## src/rtl/seq_mac_multiplier.sv

```systemverilog
// seq_mac_multiplier: unsigned shift-add multiplier, one partial-product step per clock,
// with an optional accumulate of each finished product into a wide sticky-overflow accumulator.
module seq_mac_multiplier #(
  parameter int WIDTH     = 8,
  parameter int ACC_WIDTH = 2*WIDTH+4
) (
  input  logic                   clk,
  input  logic                   rst_n,
  input  logic                   start,
  input  logic [WIDTH-1:0]       a,
  input  logic [WIDTH-1:0]       b,
  input  logic                   acc_en,
  input  logic                   clr,
  output logic                   busy,
  output logic                   done,
  output logic [2*WIDTH-1:0]     product,
  output logic [ACC_WIDTH-1:0]   acc,
  output logic                   overflow
);

  localparam int PW = 2*WIDTH;
  localparam int CW = $clog2(WIDTH);
  localparam logic [CW-1:0] LAST_STEP = CW'(WIDTH-1);

  typedef enum logic [1:0] {
    S_IDLE = 2'd0,
    S_RUN  = 2'd1,
    S_DONE = 2'd2
  } state_t;

  state_t               state_q, state_d;
  logic [PW-1:0]        mcand_q, mcand_d;    // multiplicand, pre-shifted by the step count
  logic [WIDTH-1:0]     mplier_q, mplier_d;  // multiplier, LSB is the current step's bit
  logic [PW-1:0]        pp_q, pp_d;          // running partial product
  logic [CW-1:0]        cnt_q, cnt_d;
  logic                 acc_en_q, acc_en_d;
  logic [PW-1:0]        product_q, product_d;
  logic [ACC_WIDTH-1:0] acc_q, acc_d;
  logic                 ovf_q, ovf_d;

  logic [PW-1:0]        step_sum;
  logic [ACC_WIDTH:0]   acc_sum;             // extra MSB is the carry-out

  // State and datapath registers; reset aborts any multiply in flight.
  always_ff @(posedge clk) begin
    if (!rst_n) begin
      state_q   <= S_IDLE;
      mcand_q   <= '0;
      mplier_q  <= '0;
      pp_q      <= '0;
      cnt_q     <= '0;
      acc_en_q  <= 1'b0;
      product_q <= '0;
      acc_q     <= '0;
      ovf_q     <= 1'b0;
    end else begin
      state_q   <= state_d;
      mcand_q   <= mcand_d;
      mplier_q  <= mplier_d;
      pp_q      <= pp_d;
      cnt_q     <= cnt_d;
      acc_en_q  <= acc_en_d;
      product_q <= product_d;
      acc_q     <= acc_d;
      ovf_q     <= ovf_d;
    end
  end

  // Next-state logic: latch operands, step the shift-add, accumulate on leaving DONE.
  always_comb begin
    state_d   = state_q;
    mcand_d   = mcand_q;
    mplier_d  = mplier_q;
    pp_d      = pp_q;
    cnt_d     = cnt_q;
    acc_en_d  = acc_en_q;
    product_d = product_q;
    acc_d     = acc_q;
    ovf_d     = ovf_q;

    // The final sum always fits in PW bits, so no carry is lost here.
    step_sum = pp_q + (mplier_q[0] ? mcand_q : '0);
    acc_sum  = {1'b0, acc_q} + {{(ACC_WIDTH+1-PW){1'b0}}, product_q};

    unique case (state_q)
      S_IDLE: begin
        if (start) begin
          state_d  = S_RUN;
          mcand_d  = {{WIDTH{1'b0}}, a};
          mplier_d = b;
          acc_en_d = acc_en;
          pp_d     = '0;
          cnt_d    = '0;
        end
      end
      S_RUN: begin
        pp_d     = step_sum;
        mcand_d  = mcand_q << 1;
        mplier_d = mplier_q >> 1;
        if (cnt_q == LAST_STEP) begin
          product_d = step_sum;
          state_d   = S_DONE;
        end else begin
          cnt_d = cnt_q + 1'b1;
        end
      end
      S_DONE: begin
        state_d = S_IDLE;
        if (acc_en_q) begin
          acc_d = acc_sum[ACC_WIDTH-1:0];
          if (acc_sum[ACC_WIDTH]) ovf_d = 1'b1;
        end
      end
      default: state_d = S_IDLE;
    endcase

    // Clear wins over a same-edge accumulate; that accumulate is simply lost.
    if (clr) begin
      acc_d = '0;
      ovf_d = 1'b0;
    end
  end

  assign busy     = (state_q != S_IDLE);
  assign done     = (state_q == S_DONE);
  assign product  = product_q;
  assign acc      = acc_q;
  assign overflow = ovf_q;

endmodule

```

## config.mk

```make
export PLATFORM = sky130hd
export DESIGN_NAME = seq_mac_multiplier
export DESIGN_NICKNAME = d
export VERILOG_FILES = /design/src/rtl/seq_mac_multiplier.sv
export SDC_FILE = /design/constraint.sdc
export NUM_CORES = 1
export LEC_CHECK = 0
export ABC_AREA = 1
export BUFFER_PORTS_ARGS = -buffer_cell sky130_fd_sc_hd__buf_2
export CELL_PAD_IN_SITES_DETAIL_PLACEMENT = 2
export CELL_PAD_IN_SITES_GLOBAL_PLACEMENT = 2
export CORE_ASPECT_RATIO = 1.5
export CORE_MARGIN = 2
export CORE_UTILIZATION = 29
export DETAILED_ROUTE_END_ITERATION = 7
export GPL_TIMING_DRIVEN = 1
export HOLD_SLACK_MARGIN = 0.06
export PLACE_DENSITY_LB_ADDON = 0.1
export SYNTH_ARGS = -nofsm -noshare
export SYNTH_HDL_FRONTEND = slang
export SYNTH_SLANG_ARGS = --single-unit
```

## constraint.sdc

```tcl
create_clock -name clk -period 1.9 [get_ports clk]
set_input_delay 0.19 -clock clk [delete_from_list [all_inputs] [get_ports clk]]
set_output_delay 0.19 -clock clk [all_outputs]
set_load 0.01 [all_outputs]
```

==> metrics.md <==
| Metric | Value |
|---|---|
| Outcome | finished with violations |
| Failing checks | negative setup slack |
| Drt drc | 0 |
| Pre-CTS setup slack | -143 ps |
| Final clock skew | 10.5 ps |
| # diodes | 0 |
| Placed insts | 1109 |
| Die ar. | 18800 um^2 |
| Starting Density | 29.6% |
| Share of cells above drive strength 1 | 36.1% |
| Initial antenna violation count | 0 |
| Synth cell types | 26 |
| Clock Path Buffers | 2 |
| Seq/Total Area, Yosys | 32.4% |
| Yosys warnings | 0 |
| Relative slew slack | 62.2% |
| GRT Overall Usage | 21.4% |
| Nets | 971 |
| Skew-Pair Late Insertion Delay | 360 ps |
| Row count | 59 |
| Clock transition at path regs | 70 ps |
| Final worst setup slack | -82.5 ps |
| Drt pass-1 iters | 4 |
| Worst-path fanout max | 8 |
| Global-route wire length before repair | 31900 um |
| Final period util | 104% |
| DRT iter0 DRCs | 159 |
| Final slew viol count | 0 |
| Pleak | 3.75 nW |
| CP required | 2190 ps |
| Yosys reg bits | 83 |
| Antenna Nets Post-Route | 0 |
| H-tree level count | 3 |
| WS Path Type | reg2reg |
| Clock sinks | 83 |
| Synth Instances | 797 |
| Port Buf Inserts | 59 |
| Area Overhead vs Synth | 43.3% |
| Critical path arrival | 2270 ps |
| Synth top area share | 32.4% |
| Max frequency | 504 MHz |
| CTS hold repair buffers | 0 |
| Mapped Area | 5130 um^2 |
| Num ports | 60 |
| Worst Hold Class | in2reg |
| RSZ-0062 raised after global routing | true |
| Post-Syn Nets | 853 |
| Top cells by area, synth | dfxtp_1, nand2_1, ha_1 |
| Vias | 5645 |
| Startpoint Class | register |
| Pwr per Cell Area | 559 nW/um^2 |
| Hold Violations, Final | 0 |
| Post-route insts no fill | 1133 |
| Die Height | 167 um |
| Fin crit period | 1980 ps |
| Post-DP HPWL | 15200 um |
| Die W | 113 um |
| Core Box Area | 17300 um^2 |
| Power Total | 4.11 mW |
| WL/cell | 19.7 um |
| Gpl congestion | 0.885 |
| Dominant cell type by area after synthesis | dfxtp_1 |
| CTS root buf | clkbuf_16 |
| Vias in the first global route | 6232 |
| Num CTS Buffers | 9 |
| Worst IR Drop VDD | 0.390 mV |
| DR vias/cell | 4.98 |
| Setup TNS Final | -445 ps |
| Worst-Margin Slew | 566 ps |
| Maxcap violations | 0 |
| Endpoint type of the worst setup path | register |
| Largest net degree at the start of global routing | 34 |
| Total gr overflow | 0 |
| Post-synthesis average cell area | 6.43 um^2 |
| TritonCTS clock tree | yes |
| Post-detailed-routing wire length | 22300 um |
| Final Setup Violations | 11 |
-- layout by cell type, fill, tap and decap left out, types with 4 or more instances in the layout --
master	n
xor2_1	10
nand3_2	13
nor2_2	9
dfxtp_1	77
buf_4	67
buf_2	59
inv_1	86
o21bai_1	13
ha_1	6
a21oi_1	48
xor2_2	5
nand2_4	19
ha_2	6
dfxtp_2	5
nor2_1	34
nand2_2	45
nor3_2	4
clkbuf_16	10
nand3_1	28
inv_2	21
ha_4	21
a21oi_2	13
a21oi_4	4
a31oi_1	14
o21ai_0	33
o21a_1	10
nand2_1	224
buf_6	4
-- routing by layer --
layer	up-vias	global-route usage, %	share of wire, %
met2	70	43.5	59
met1	2801	21.6	37
met4	0	7.10	2.6
met5	-	0	0
li1	2742	-	-
met3	32	2.66	1.3
-- state kept, by name, indices dropped and copies added (netlist names) --
| name | flops |
|---|---|
| cnt_q | 3 |
| product | 16 |
| overflow | 1 |
| mplier_q | 8 |
| state_q | 2 |
| pp_q | 16 |
| acc_en_q | 1 |
| acc | 20 |
| mcand_q | 16 |
-- timing repair --
action | CTS | global route
pin swaps | 20 | 43
gates resized for setup | 53 | 163
setup buffers | 1 | 6
cloned | 0 | 1
setup endpoints to repair | 32 | 38
-- final timing paths --
check	from	endpoint	slack [ps]	cells past startpoint
hold / removal	b[4]	mplier_q[4]	90	3
setup reg to reg	mplier_q[0]	pp_q[14]	-80	12
setup / recovery	mplier_q[0]	pp_q[14]	-80	12
hold reg to reg	mcand_q[15]	mcand_q[15]	470	2
-- synthesized netlist by cell type, drive strengths merged --
cell and count:
nor2b 1, nand3 44, dfxtp 83, fa 2, clkinv 1, xnor2 1
buf 15, o21a 10, nor2 46, nor3 8, inv 110, o21bai 14
o21ai 33, and2 2, clkbuf 10, a31oi 14, ha 33, nand2 289
xor2 16, a21oi 65
-- worst max-delay path: stages, from the launching register on --
cell,delay [ps]
dfxtp_4,400
clkbuf_16,170
nand2_1,70
inv_2,90
ha_4,220
buf_4,150
a21oi_1,160
nand2_1,100
a21oi_2,180
nand2_2,80
nand2_2,80
nand3_2,70
a21oi_2,140
-- cell families after synthesis --
group / after synthesis / synth area share [%]
xor gates and xnor gates: 17 / 2.90
DFF: 83 / 32.4
and+or+nand+nor: 390 / 30.3
adders and majority gates: 35 / 8.83
buffers and inverters: 136 / 10.7
AOI/OAI and AO/OA: 136 / 14.8
-- stage by stage --
step           instance area, um^2  utilization (%)  hold WS (ps)
3_5_place_dp                  6070             35.0           468
6_report                      7350             42.4          87.4
3_3_place_gp                  6070             35.0           440
5_1_grt                       7350             42.4           103
4_1_cts                       6660             38.4          90.3
2_1_floorplan                 5160                -           337
-- report_power, final --
group	internal [mW]	switching (mW)
Combinational	0.139	0.235
Sequential	1.78	0.0388
Clock	1.07	0.842
Total	2.99	1.12
-- layout make-up --
cell class | instances | area [um^2]
fillers | 2057 | 10000
flip-flops and latches | 83 | 1670
well taps | 213 | 267
inverters | 111 | 424
clock buffers | 10 | 239
repair buffers | 132 | 888
clock inverters | 6 | 68.8
multi-input cells | 578 | 3790
Note: power is estimated with default switching activity, not from simulation.
